<file path="src/rtl/ds1302_burst_cmd_seq.sv">
// DS1302 command sequencer: turns one clock/RAM burst command into byte accesses
// on the Access_Start_Sig/Access_Done_Sig handshake, with optional write-protect wrapping.
module ds1302_burst_cmd_seq #(
    parameter int unsigned MAX_LEN = 8,
    parameter int unsigned LEN_W   = 4,
    parameter bit          AUTO_WP = 1'b1
) (
    input  logic             CLK,
    input  logic             RSTn,
    input  logic             Cmd_Valid,
    output logic             Cmd_Ready,
    input  logic             Cmd_Write,
    input  logic             Cmd_Ram,
    input  logic [4:0]       Cmd_Addr,
    input  logic [LEN_W-1:0] Cmd_Len,
    output logic             Wr_Req,
    output logic [LEN_W-1:0] Wr_Idx,
    input  logic [7:0]       Wr_Data,
    output logic             Rd_Valid,
    output logic [LEN_W-1:0] Rd_Idx,
    output logic [7:0]       Rd_Data,
    output logic             Busy,
    output logic             Done_Sig,
    output logic [1:0]       Access_Start_Sig,
    input  logic             Access_Done_Sig,
    input  logic [7:0]       Read_Data,
    output logic [7:0]       Words_Addr,
    output logic [7:0]       Write_Data
);

    typedef enum logic [2:0] {
        S_IDLE, S_WP_OFF, S_LOAD, S_ACCESS, S_GAP, S_WP_ON, S_DONE
    } state_e;

    localparam logic [LEN_W-1:0] MAX_LEN_W = LEN_W'(MAX_LEN);

    state_e           state_q, state_d;
    logic             ready_q, ready_d;
    logic             write_q, write_d;
    logic             ram_q, ram_d;
    logic [4:0]       addr_q, addr_d;
    logic [LEN_W-1:0] len_q, len_d;
    logic [LEN_W-1:0] idx_q, idx_d;
    logic             wp_on_q, wp_on_d;
    logic [7:0]       words_addr_q, words_addr_d;
    logic [7:0]       write_data_q, write_data_d;
    logic [7:0]       rd_data_q, rd_data_d;
    logic [LEN_W-1:0] rd_idx_q, rd_idx_d;
    logic             rd_valid_q, rd_valid_d;

    always_ff @(posedge CLK or negedge RSTn) begin
        if (!RSTn) begin
            state_q      <= S_IDLE;
            ready_q      <= 1'b0;
            write_q      <= 1'b0;
            ram_q        <= 1'b0;
            addr_q       <= '0;
            len_q        <= '0;
            idx_q        <= '0;
            wp_on_q      <= 1'b0;
            words_addr_q <= '0;
            write_data_q <= '0;
            rd_data_q    <= '0;
            rd_idx_q     <= '0;
            rd_valid_q   <= 1'b0;
        end else begin
            state_q      <= state_d;
            ready_q      <= ready_d;
            write_q      <= write_d;
            ram_q        <= ram_d;
            addr_q       <= addr_d;
            len_q        <= len_d;
            idx_q        <= idx_d;
            wp_on_q      <= wp_on_d;
            words_addr_q <= words_addr_d;
            write_data_q <= write_data_d;
            rd_data_q    <= rd_data_d;
            rd_idx_q     <= rd_idx_d;
            rd_valid_q   <= rd_valid_d;
        end
    end

    always_comb begin
        state_d      = state_q;
        write_d      = write_q;
        ram_d        = ram_q;
        addr_d       = addr_q;
        len_d        = len_q;
        idx_d        = idx_q;
        wp_on_d      = wp_on_q;
        words_addr_d = words_addr_q;
        write_data_d = write_data_q;
        rd_data_d    = rd_data_q;
        rd_idx_d     = rd_idx_q;
        rd_valid_d   = 1'b0;

        case (state_q)
            S_IDLE: begin
                if (Cmd_Valid && ready_q) begin
                    write_d = Cmd_Write;
                    ram_d   = Cmd_Ram;
                    addr_d  = Cmd_Addr;
                    idx_d   = '0;
                    wp_on_d = 1'b0;
                    if (Cmd_Len == '0)
                        len_d = LEN_W'(1);
                    else if (Cmd_Len > MAX_LEN_W)
                        len_d = MAX_LEN_W;
                    else
                        len_d = Cmd_Len;
                    if (Cmd_Write && AUTO_WP) begin
                        state_d      = S_WP_OFF;
                        words_addr_d = 8'h8E;
                        write_data_d = 8'h00;
                    end else begin
                        state_d      = S_LOAD;
                        words_addr_d = {1'b1, Cmd_Ram, Cmd_Addr, ~Cmd_Write};
                    end
                end
            end
            S_WP_OFF, S_WP_ON: begin
                if (Access_Done_Sig) state_d = S_GAP;
            end
            S_LOAD: begin
                if (write_q) write_data_d = Wr_Data;
                state_d = S_ACCESS;
            end
            S_ACCESS: begin
                if (Access_Done_Sig) begin
                    idx_d   = idx_q + LEN_W'(1);
                    addr_d  = addr_q + 5'd1;
                    state_d = S_GAP;
                    if (!write_q) begin
                        rd_data_d  = Read_Data;
                        rd_idx_d   = idx_q;
                        rd_valid_d = 1'b1;
                    end
                end
            end
            S_GAP: begin
                // wp_on_q marks that the closing WP-on access has already run
                if (wp_on_q) begin
                    state_d = S_DONE;
                end else if (idx_q < len_q) begin
                    state_d      = S_LOAD;
                    words_addr_d = {1'b1, ram_q, addr_q, ~write_q};
                end else if (write_q && AUTO_WP) begin
                    state_d      = S_WP_ON;
                    wp_on_d      = 1'b1;
                    words_addr_d = 8'h8E;
                    write_data_d = 8'h80;
                end else begin
                    state_d = S_DONE;
                end
            end
            S_DONE:  state_d = S_IDLE;
            default: state_d = S_IDLE;
        endcase

        ready_d = (state_d == S_IDLE);
    end

    always_comb begin
        Access_Start_Sig = 2'b00;
        case (state_q)
            S_WP_OFF, S_WP_ON: Access_Start_Sig = 2'b10;
            S_ACCESS:          Access_Start_Sig = write_q ? 2'b10 : 2'b01;
            default:           Access_Start_Sig = 2'b00;
        endcase
    end

    assign Cmd_Ready  = ready_q;
    assign Busy       = (state_q != S_IDLE);
    assign Done_Sig   = (state_q == S_DONE);
    assign Wr_Req     = (state_q == S_LOAD) && write_q;
    assign Wr_Idx     = idx_q;
    assign Rd_Valid   = rd_valid_q;
    assign Rd_Idx     = rd_idx_q;
    assign Rd_Data    = rd_data_q;
    assign Words_Addr = words_addr_q;
    assign Write_Data = write_data_q;

endmodule
</file>
<file path="config.mk">
export PLATFORM = sky130hd
export DESIGN_NAME = ds1302_burst_cmd_seq
export DESIGN_NICKNAME = d
export VERILOG_FILES = /design/src/rtl/ds1302_burst_cmd_seq.sv
export SDC_FILE = /design/constraint.sdc
export NUM_CORES = 1
export LEC_CHECK = 0
export CAP_MARGIN = 20
export CELL_PAD_IN_SITES_DETAIL_PLACEMENT = 0
export CELL_PAD_IN_SITES_GLOBAL_PLACEMENT = 1
export CORE_MARGIN = 2
export CORE_UTILIZATION = 33
export DETAILED_ROUTE_END_ITERATION = 10
export GPL_TIMING_DRIVEN = 0
export PLACE_DENSITY_LB_ADDON = 0.1
export SLEW_MARGIN = 25
export SYNTH_ARGS = -nofsm -noshare
export SYNTH_HDL_FRONTEND = slang
export SYNTH_SLANG_ARGS = --single-unit
</file>
<file path="constraint.sdc">
create_clock -name CLK -period 2.1 [get_ports CLK]
set_clock_uncertainty 0.05 [all_clocks]
set_input_delay 0.315 -clock CLK [delete_from_list [all_inputs] [get_ports CLK]]
set_output_delay 0.315 -clock CLK [all_outputs]
set_load 0.005 [all_outputs]
</file>
Word level (Yosys, flattened, before mapping)
Cells that the tools add are included.
{"block": "word_totals", "out_inout_bits": 39, "word_cells": 88, "ff_bits": 49, "input_bits": 31}
{"block": "classes", "n_reduce_logical": 17, "eq_ne": 14, "n_mux": 38, "n_addsub": 2, "order_cmp": 2, "n_bitwise": 2}
{"cell": "$mux W8", "count": 10}
{"cell": "$pmux W8 S3", "count": 1}
{"cell": "$mux W4", "count": 4}
{"cell": "$pmux W8 S2", "count": 1}
{"cell": "$ne A2 B2 Y1 const B", "count": 7}
{"cell": "$mux W3", "count": 4}
{"cell": "$pmux W3 S4", "count": 1}
{"cell": "$mux W5", "count": 2}
{"cell": "$pmux W5 S2", "count": 1}
{"cell": "$eq A3 B3 Y1 const B", "count": 3}
{"cell": "$pmux W4 S2", "count": 1}
{"cell": "$mux W1", "count": 7}
{"cell": "$mux W7", "count": 1}
{"cell": "$reduce_and A7 Y1", "count": 1}
{"cell": "$eq A3 B2 Y1 const B", "count": 2}
{"cell": "$logic_not A3 Y1", "count": 2}
{"cell": "$mux W2", "count": 3}
{"cell": "$reduce_and A3 Y1", "count": 2}
{"cell": "$reduce_bool A3 Y1", "count": 2}
{"cell": "$add A5 B1 Y5 const B", "count": 1}
{"cell": "$add A4 B1 Y4 const B", "count": 1}
{"cell": "$gt A4 B4 Y1 const B", "count": 1}
{"cell": "$logic_not A4 Y1", "count": 1}
{"cell": "$lt A4 B4 Y1", "count": 1}
{"cell": "other kinds (11)", "count": 15}

Depth between registers and ports, before layout
Gate-level depths: netlist of run 1.
{"block": "depth", "ltp_word": 5, "depth_mapped": 7, "ltp_nobuf": 6}

Worst setup path before layout of run 1
Ideal clock, no wire load.
{"block": "synth_path", "path_kind": "register to register", "startpoint": "register idx_q[1], in the netlist Wr_Idx[1]", "endpoint": "register words_addr_q[0], in the netlist Words_Addr[0]", "required_time_ns": 1.925, "arrival_ns": 1.935, "path_buffers": 0, "path_stages_with_launch": 6, "path_slack_ns": -0.009, "setup_ns": 0.125, "period_less_slack_ns": 2.109, "cell_sequence": "dfrtp_1 ha_1 o211ai_1 o21ai_0 a32oi_4 mux2_2"}
{"block": "synth_between", "elab_chain_cells": 4, "word_cells_on_any_way": 6, "classes_between": "1 x order compare; 1 x eq/ne; 3 x mux; 1 x reduce/logical"}
{"element": "from (decl)", "line_no": "43", "text": "logic [LEN_W-1:0] idx_q, idx_d;"}
{"element": "from (signal assigned)", "line_no": "73", "text": "idx_q <= idx_d;"}
{"element": "$lt A4 B4 Y1 *", "line_no": "144", "text": "end else if (idx_q < len_q) begin"}
{"element": "$mux W8", "line_no": "144"}
{"element": "$mux W8", "line_no": "142", "text": "if (wp_on_q) begin"}
{"element": "$pmux W8 S2", "line_no": "97", "text": "case (state_q)"}
{"element": "to (signal assigned)", "line_no": "75", "text": "words_addr_q <= words_addr_d;"}
{"element": "to (decl)", "line_no": "45", "text": "logic [7:0] words_addr_q, words_addr_d;"}
Every way passes the cells marked *; elsewhere a longest branch is shown, timed or not. The select of a mux whose other input is x is not followed.
A chain may end at the register's enable or synchronous reset.

Worst setup path after layout of run 1
{"block": "layout_path", "startpoint": "register idx_q[1], in the netlist Wr_Idx[1]", "endpoint": "register words_addr_q[5], in the netlist Words_Addr[5]"}
Same word-level chain as after synthesis.

==> results.md, run 1 <==
- Fin. Hold Viols: 0
- Core ar.: 7176 sq um
- Sequential area share after synthesis: 0.5080
- Power per Cell Area: around 1300 nW/um^2
- Die Wd: roughly 90 um
- H-tree levels: 2
- Worst setup startpoint: Wr_Idx[1]
- Cells on Worst Hold Path: 1
- Final WL: between 5000 and 6000 um
- Initial DRC count: ~120
- Worst path slowest cell: dfrtp_2
- Leakage: approximately 0.0016 uW
- Worst path cell trace: ha_4, o211ai_1, o21ai_2, a32oi_4, mux2_2
- RR Startpoint: Wr_Idx[1]
- Syn Area/Cell: about 11 sq um
- Crit path time final: between 2 and 2.5 ns
- Syn_nets: 256
- #FFs+latches synth: between 40 and 50
- Post-synthesis mux area share: 0.1327
- Post-synth top area cell: dfrtp_1
- Vias in the first global route: between 1,500 and 2,000
- EDFF count, synth: 0
- Dpl hpwl: roughly 4000 um
- Hold Path Origin: Words_Addr[7]
- Final setup fails: 0
- Post-Synth Adder-Cell Area: 0.02592
- Layout area overhead: 49.25%
- Crit path required time: approximately 2.3 ns
- Most common cell in the netlist: dfrtp_1
- GR Overflow Total: 0
- Mapped Cells: 220
- Initial cell density of the core: 0.3364
- Die area: about 8000 sq um
- CP Max Fanout: 7
- Asr flop ratio synth: 1.000
- I/O Buffers: 69
- Slew Viols, Final: 0
- Status: completed
- Hold Path End: Words_Addr[7]
- FMAX: between 400 and 500 MHz
- Max Cap Violations: 0
- Crit path kind: register to register
- Reg2Reg Setup Slack: roughly 0.033 ns
- Main combinational cell family by area after synthesis: compound AO/OA/AOI/OAI gates
- Proportion of layout cells with a drive suffix above 1: 0.2438
- # diodes: 0
- DR WL/cell: roughly 14 um
- Worst hold path type: register to register
- Post-Synth Simple-Gate Area: 0.1405
- Num CTS Buffers: 5
- Top_reg_cell synth: dfrtp_1
- Initial antenna violation count: 0
- GP Congestion: a little under 0.8
- Clk slew on worst S/H paths: 0.09 ns
- Final Instance Area: roughly 3600 sq um
- Fin util: 0.5020
- End of the worst register-to-register path: Words_Addr[5]
- Vias: roughly 2,000
- RSZ-0062 raised after global routing: true
- FP Rows: 31
- Worst Setup Start Kind: register
- I/O pin count: 70
- Worst skew pair latency: 0.31 ns
- Largest net degree at the start of global routing: 50
- Nets@finish: 355
- Most instantiated cells after synthesis: 49 x dfrtp_1, 27 x nand2_1, 17 x inv_1
- GRT Total Usage: 0.1466
- CTS tree: done
- Die height: 89.52 um
- # DRC: 0
- Antenna Nets Post-Route: 0
- Mapped Area: around 2400 sq um
- Vias/cell: ~4.7
- Clk sink count: 49
- Post-DP Area: between 3000 and 4000 sq um
- Ranking of synthesized cells by area: dfrtp_1 51%, mux2_2 7.5%, mux2i_1 5.8%, nand2_1 4.2%, inv_1 2.6%
- 1st-pass router iterations: 4
- CP max stage delay: around 0.44 ns
- Worst slew pin tran: around 0.64 ns
- Post-synth top area share: 0.5080
- Rel. slew slack: 0.5757
- Hold WS: roughly 0.42 ns
- Yosys warning count: 0
- Max clock buf depth: 2
- VDD IR max: roughly 0.00042 V
- Distinct cells, synth: 47
- Fin crit share: 0.9842
- Global-route wire length before repair: roughly 9000 um
- Root Buffer: clkbuf_8
- Synth Area in Compound Gates: 0.1410
- Crit end category: register
- Reg2reg path depth: 5
- Synth Area in XOR/XNOR: 0.007258
- Arr. time, crit path: about 2.2 ns
## cells by family after synthesis
group / Yosys count
AOI/OAI and AO/OA: 43
and+or+nand+nor: 65
buffers and inverters: 26
muxes: 30
xor gates and xnor gates: 2
DFF: 49
adders and majority gates: 5
## worst max-delay path by stage
stage / to / depth (start not counted)
3_3_place_gp: Words_Addr[6] / 1
6_report: Words_Addr[5] / 5
3_5_place_dp: Write_Data[2] / 6
2_1_floorplan: Words_Addr[0] / 5
5_1_grt: Write_Data[5] / 6
4_1_cts: Access_Start_Sig[0] / 6
## sequential cells by signal, summed over array words and instances (netlist names)
signal      count
Wr_Idx          4
Rd_Valid        1
Rd_Idx          4
ram_q           1
write_q         1
len_q           4
Rd_Data         8
Cmd_Ready       1
addr_q          5
Words_Addr      8
state_q         3
wp_on_q         1
Write_Data      8
## power breakdown
group          leakage [uW]  switching, uW  internal, uW
registers          0.000618            272          1310
clock network     0.0000447            345           241
logic              0.000919           1020          1420
total               0.00158           1640          2970
## per-stage QoR
step | setup slack, ns | power (uW) | cells | TNS [ns]
after floorplan | 0.04575 | 2706 | 220 | 0
after global placement | -0.8667 | 3593 | 388 | -50.79
after CTS | -0.1600 | 4439 | 405 | -0.1600
after detailed placement | -0.3696 | 3608 | 388 | -8.451
after global routing | -0.05821 | 4949 | 419 | -0.5059
final | 0.03321 | 4607 | 419 | 0
## what timing repair did
action                                  in CTS  in global routing
resized for setup                           19                 16
pin swaps                                    5                  8
hold buffers                                 1                  0
hold endpoints to repair                    29                  0
endpoints found under the setup margin      28                 24
buffers inserted                             8                 14
## cell usage in the layout (no fill, tap or decap), types with 3 or more instances in the layout
| cell type | count |
|---|---|
| mux2_2 | 15 |
| a22o_1 | 3 |
| dfrtp_1 | 46 |
| ha_1 | 3 |
| or2_2 | 3 |
| nand2_1 | 25 |
| mux2i_1 | 14 |
| a21oi_1 | 3 |
| clkbuf_1 | 3 |
| dfrtp_2 | 3 |
| a21o_1 | 3 |
| buf_6 | 3 |
| clkdlybuf4s50_1 | 65 |
| and2_1 | 3 |
| o22ai_1 | 3 |
| clkbuf_8 | 5 |
| inv_1 | 16 |
| o21ai_0 | 9 |
| buf_4 | 23 |
| o211ai_1 | 3 |
| nor2_1 | 10 |
## routing by layer
metal	share of wire	GRT usage
met1	0.46	0.1977
met2	0.47	0.2357
met3	0.059	0.04432
met4	0.0043	0.02849
met5	0	0
## layout make-up
cell class | count | area [sq um]
buffer | 9 | 68.82
fill | 696 | 3573
clock buffer | 5 | 68.82
multi-input combinational | 145 | 1146
inverter | 17 | 63.81
sequential | 49 | 1230
clock inverter | 3 | 25.02
tap | 99 | 123.9
timing repair buffer | 92 | 875.8
## worst max-delay path, delay by kind of cell (launching register included)
family / cells / cell delay, ns
fa+ha+maj: 1 / 0.23
flops: 1 / 0.44
compound gates: 3 / 0.86
mux: 1 / 0.38
No activity file was read; power rests on OpenSTA's default activity.
==> run 2: changes to the inputs <==
--- a/config.mk
+++ b/config.mk
@@ -9,7 +9,9 @@
 export CELL_PAD_IN_SITES_DETAIL_PLACEMENT = 0
 export CELL_PAD_IN_SITES_GLOBAL_PLACEMENT = 1
 export CORE_MARGIN = 2
-export CORE_UTILIZATION = 33
+export CORE_UTILIZATION = 34
+export CTS_BUF_LIST = sky130_fd_sc_hd__clkbuf_8
+export CTS_CLUSTER_DIAMETER = 80
 export DETAILED_ROUTE_END_ITERATION = 10
 export GPL_TIMING_DRIVEN = 0
 export PLACE_DENSITY_LB_ADDON = 0.1
==> results.md, run 2 (same netlist as run 1, synthesis figures left out) <==
- Fin crit share: 0.9586 (-0.02555)
- I/O Buffers: 69 (unchanged)
- Fillers: 636 (-8.6%)
- Clk slew on worst S/H paths: 0.10 ns (about the same)
- Post-DP Area: 3222 sq um (-0.12%)
- Worst slew pin tran: 0.6339 ns (-0.002549 ns)
- Initial antenna violation count: 0 (unchanged)
- Reg area: 1231 sq um (+0.10%)
- Slew Viols, Final: 0 (unchanged)
- Die height: 88.26 um (-1.4%)
- CTS tree: done
- Final Instance Area: 3505 sq um (-2.7%)
- FP Rows: 30 (-3.2%)
- Die Wd: 88.26 um (-1.4%)
- Rel. slew slack: 0.5774 (+0.001700)
- Layout area overhead: 45.20%
- Crit end category: register
- GP Congestion: 0.8470 (+9.7%)
- Crit path required time: 2.24 ns (about the same)
- RSZ-0062 raised after global routing: true
- I/O pin count: 70 (unchanged)
- Max Cap Violations: 0 (unchanged)
- CP Max Fanout: 6 (-1)
- Worst path slowest cell: dfrtp_2
- Root Buffer: clkbuf_8
- CP max stage delay: 0.44 ns (about the same)
- Fin. Hold Viols: 40 (+40)
- Global-route wire length before repair: 9149 um (+1.6%)
- Proportion of layout cells with a drive suffix above 1: 0.2161 (-0.02762)
- Vias in the first global route: 1,835 (-1.5%)
- Worst skew pair latency: 0.30 ns (about the same)
- Core ar.: 6832 sq um (-4.8%)
- Die area: 7789 sq um (-2.8%)
- Arr. time, crit path: 2.15 ns (-0.07 ns)
- Initial DRC count: 106 (-15%)
- Num CTS Buffers: 5 (unchanged)
- H-tree levels: 2 (unchanged)
- DR WL/cell: 14.01 um (+0.98%)
- Max clock buf depth: 2 (unchanged)
- Total Power: 4441 uW (-3.6%)
- Worst hold path type: input port to async pin
- Most frequent cells in the layout: 64 x clkdlybuf4s50_1, 45 x dfrtp_1, 25 x nand2_1
- Crit path kind: register to register
- GRT Total Usage: 0.1523 (+0.005735)
- Initial cell density of the core: 0.3533 (+0.01694)
- Nets@finish: 345 (-2.8%)
- Violated checks: hold timing
- VDD IR max: 0.0005382 V (+29%)
- CTS Hold Buffers Added: 0 (-1)
- Worst Setup Start Kind: register
- Antenna Nets Post-Route: 0 (unchanged)
- Vias: 1,916 (-3.4%)
- Area of the multi-input gates: 1141 sq um (-0.44%)
- Final WL: 5687 um (-2.2%)
- Dpl hpwl: 4021 um (+0.39%)
- Vias/cell: 4.719 (-0.34%)
- # DRC: 0 (unchanged)
- GR Overflow Total: 0 (unchanged)
- Crit path time final: 2.013 ns (-0.05366 ns)
- Final setup fails: 0 (unchanged)
- 1st-pass router iterations: 4 (unchanged)
- Power per Cell Area: 1267 nW/um^2 (-0.92%)
- Status: finished with violations
- Clk sink count: 49 (unchanged)
- Final std cells w/o fill: 406 (-3.1%)
- Leakage: 0.001536 uW (-2.9%)
- Most common cell after layout, fill and taps aside: clkdlybuf4s50_1
- DP Cell Count: 385 (-0.77%)
- # diodes: 0 (unchanged)
- Hold WS: -0.02697 ns (-0.4490 ns)
- Largest net degree at the start of global routing: 50 (unchanged)
- FMAX: 496.7 MHz (+2.7%)
- Worst path cell trace: ha_4, o211ai_1, o21ai_2, a32oi_4, mux2_2
run 2: report_power, final:
group          internal [uW]  leakage (uW)  total [uW]  switching (uW)
Clock                    237     0.0000445         570             333
Sequential              1310      0.000617        1580             268
Combinational           1310      0.000874        2290             983
Total                   2860       0.00154        4440            1580
run 2: path summary, 6_finish.rpt:
path / endpoint / slack (ns) / start / cells past startpoint
worst min-delay path: Write_Data[2] / -0.03 / RSTn / 1
worst min register to register: Words_Addr[7] / 0.42 / Words_Addr[7] / 1
min in group CLK: Words_Addr[7] / 0.42 / Words_Addr[7] / 1
worst max register to register: Words_Addr[6] / 0.09 / Wr_Idx[1] / 5
max in group asynchronous: Wr_Idx[1] / 1.56 / RSTn / 1
worst max-delay path: Words_Addr[6] / 0.09 / Wr_Idx[1] / 5
run 2: final cells by class:
class / count / share of cell area
Inverter: 17 / 0.01821
Tap cell: 96 / 0.03427
Clock inverter: 3 / 0.006069
Timing Repair Buffer: 82 / 0.2274
Buffer: 9 / 0.01749
Sequential cell: 49 / 0.3513
Clock buffer: 5 / 0.01964
Multi-Input combinational cell: 145 / 0.3256
run 2: critical path, delay by kind of cell (launching register included):
family	cells	cell delay (ns)
muxes	1	0.37
DFF	1	0.44
AOI/OAI and AO/OA	3	0.81
adders and majority gates	1	0.23
run 2: metrics by stage:
stage	TNS (ns)	utilization	hold WS (ns)	setup WS, ns
floorplan	0	-	-0.03059	0.04575
global placement	-50.12	0.4720	0.4082	-0.8424
detailed placement	-8.439	0.4716	0.3382	-0.4099
CTS	0	0.5031	0.00009498	0.005558
global route	-0.08757	0.5130	0.01233	-0.04251
finish	0	0.5130	-0.02697	0.08687
run 2: repair_timing:
action                     CTS  global route
buffers inserted            10             3
resized for setup           20            11
pin swaps                    7             4
setup endpoints to repair   28            30
run 2: layer usage:
| metal | up-vias | global-route usage | wire [um] |
|---|---|---|---|
| li1 | 955 | - | - |
| met1 | 902 | 0.2021 | 2671 |
| met2 | 57 | 0.2522 | 2656 |
| met3 | 2 | 0.03638 | 330 |
| met4 | 0 | 0.03857 | 29 |
| met5 | - | 0 | 0 |
==> run 3: changes to the inputs <==
--- a/config.mk
+++ b/config.mk
@@ -8,6 +8,7 @@
 export CAP_MARGIN = 20
 export CELL_PAD_IN_SITES_DETAIL_PLACEMENT = 0
 export CELL_PAD_IN_SITES_GLOBAL_PLACEMENT = 1
+export CORE_ASPECT_RATIO = 1.5
 export CORE_MARGIN = 2
 export CORE_UTILIZATION = 34
 export CTS_BUF_LIST = sky130_fd_sc_hd__clkbuf_8
==> constraint.sdc (replaced) <==
create_clock -name CLK -period 2.1 [get_ports CLK]
set_clock_uncertainty 0.05 [all_clocks]
set_input_delay 0.42 -clock CLK [delete_from_list [all_inputs] [get_ports CLK]]
set_output_delay 0.42 -clock CLK [all_outputs]
set_load 0.005 [all_outputs]
==> results.md, run 3 (same netlist as run 1, synthesis figures left out) <==
- Slew Viols, Final: 0 (unchanged)
- Reg power frac: 0.337 (-0.019)
- I/O pin count: 70 (unchanged)
- Worst hold path type: input port to async pin
- Combinational share of power: 0.513 (-0.003)
- GR Overflow Total: 0 (unchanged)
- Switching Fraction: 0.3409 (-0.01580)
- Die Wd: 72.80 um (-18%)
- Die area: 7803 sq um (+0.18%)
- RR Startpoint: Wr_Idx[1]
- Clk slew on worst S/H paths: 0.09 ns (about the same)
- Proportion of layout cells with a drive suffix above 1: 0.2364 (+0.02029)
- Dpl hpwl: 4117 um (+2.4%)
- Most frequent cells in the layout: 65 x clkdlybuf4s50_1, 45 x dfrtp_1, 25 x nand2_1
- Worst setup startpoint: Wr_Idx[1]
- CTS tree: done
- Largest net degree at the start of global routing: 50 (unchanged)
- FP Rows: 37 (+23%)
- GP Congestion: 0.7641 (-9.8%)
- Antenna Nets Post-Route: 0 (unchanged)
- Vias: 1,978 (+3.2%)
- Status: completed
- Sw Pwr: 1609 uW (+1.6%)
- Crit end category: register
- Final WL: 5947 um (+4.6%)
- # diodes: 0 (unchanged)
- Final std cells w/o fill: 391 (-3.7%)
- Fillers: 655 (+3.0%)
- Initial antenna violation count: 0 (unchanged)
- Final Instance Area: 3563 sq um (+1.7%)
- Most common cell after layout, fill and taps aside: clkdlybuf4s50_1
- Root Buffer: clkbuf_8
- Int Pwr: 3110 uW (+8.9%)
- Global-route wire length before repair: 9584 um (+4.8%)
- Clk pwr share: 0.150 (+0.022)
- Max Cap Violations: 0 (unchanged)
- Worst skew pair latency: 0.31 ns (about the same)
- H-tree levels: 2 (unchanged)
- Num CTS Buffers: 5 (unchanged)
- I/O Buffers: 69 (unchanged)
- Arr. time, crit path: 2.18 ns (+0.03 ns)
- VDD IR max: 0.0005369 V (-0.24%)
- Clk sink count: 49 (unchanged)
- Final setup fails: 0 (unchanged)
- GRT Total Usage: 0.1566 (+0.004261)
- Fin util: 0.5201 (+0.007084)
- Vias/cell: 5.059 (+7.2%)
- Max clock buf depth: 2 (unchanged)
- Crit path kind: register to register
- Initial DRC count: 68 (-36%)
- 1st-pass router iterations: 5 (+1)
- Die height: 107.2 um (+21%)
- Post-DP Area: 3199 sq um (-0.70%)
- FMAX: 490.2 MHz (-1.3%)
- Leakage: 0.001559 uW (+1.5%)
- # DRC: 0 (unchanged)
- Rel. slew slack: 0.5782 (+0.0008460)
- Layout area overhead: 47.64%
- Fin crit share: 0.9713 (+0.01271)
- Initial cell density of the core: 0.3523 (-0.001032)
- Worst slew pin tran: 0.6326 ns (-0.001269 ns)
- Vias in the first global route: 1,961 (+6.9%)
- Crit path required time: 2.24 ns (about the same)
- DR WL/cell: 15.21 um (+8.6%)
- Nets@finish: 348 (+0.87%)
- CP Max Fanout: 6 (unchanged)
- Fin. Hold Viols: 0 (-100%)
- Power per Cell Area: 1324 nW/um^2 (+4.5%)
- Core ar.: 6852 sq um (+0.29%)
- Worst Setup Start Kind: register
- Crit path time final: 2.040 ns (+0.02668 ns)
- Final TNS setup: 0 ns (unchanged)
- DP Cell Count: 367 (-4.7%)
run 3: changes by cell type in the layout (fill, tap and decap cells not counted), sizes merged:
cell,delta
dlymetal6s2s,-1
inv,-1
clkdlybuf4s50,+1
clkinv,-1
buf,+5
dlygate4sd2,-1
bufinv,+1
run 3: final cells by class:
| type | count | area, sq um | area share |
|---|---|---|---|
| Sequential cell | 49 | 1231 | 0.3455 |
| Buffer | 7 | 60.06 | 0.01685 |
| Clock inverter | 2 | 37.54 | 0.01053 |
| Multi-Input combinational cell | 145 | 1146 | 0.3216 |
| Tap cell | 78 | 97.59 | 0.02739 |
| Timing Repair Buffer | 87 | 844.6 | 0.2370 |
| Clock buffer | 6 | 82.58 | 0.02317 |
| Inverter | 17 | 63.81 | 0.01791 |
run 3: worst max-delay path: stages, from the launching register on:
cell and delay, ns:
dfrtp_2 0.45, ha_4 0.24, o211ai_1 0.29, o21ai_2 0.14, a32oi_4 0.37, mux2_2 0.38
run 3: repair_timing:
item,CTS,global route
pin swaps,7,5
resized for setup,24,10
endpoints found under the setup margin,35,35
hold buffers,0,0
endpoints found under the hold margin,0,0
setup buffers,9,9
run 3: per-layer routing:
layer	part of all wire	global-route usage
met1	0.41	0.1975
met5	0	0
met3	0.055	0.03665
met2	0.51	0.2552
met4	0.024	0.06217
run 3: power by group through the flow:
stage | Sequential (uW) | Combinational (uW) | Clock, uW
2_1_floorplan | 1560 | 1140 | 0
3_3_place_gp | 1590 | 2000 | 0
3_5_place_dp | 1600 | 2010 | 0
4_1_cts | 1590 | 2240 | 743
5_1_grt | 1640 | 2640 | 778
6_report | 1590 | 2420 | 709
run 3: worst paths after layout:
check / cells after the start / slack (ns) / end
setup / recovery: 5 / 0.06 / Words_Addr[4]
hold / removal: 1 / 0.08 / Write_Data[5]
setup reg to reg: 5 / 0.06 / Words_Addr[4]
hold reg to reg: 1 / 0.43 / Words_Addr[7]
max in group asynchronous: 1 / 1.46 / state_q[0]
min in group CLK: 1 / 0.43 / Words_Addr[7]
run 3: per-stage QoR:
step                      power (uW)  hold slack, ns  worst slack (ns)
after global routing            5054          0.1268         -0.005938
after detailed placement        3610          0.4087           -0.5190
after floorplan                 2706         0.07441           0.04575
after global placement          3588          0.4027           -0.9422
after CTS                       4579          0.1016          -0.01051
final                           4719         0.07572           0.06019
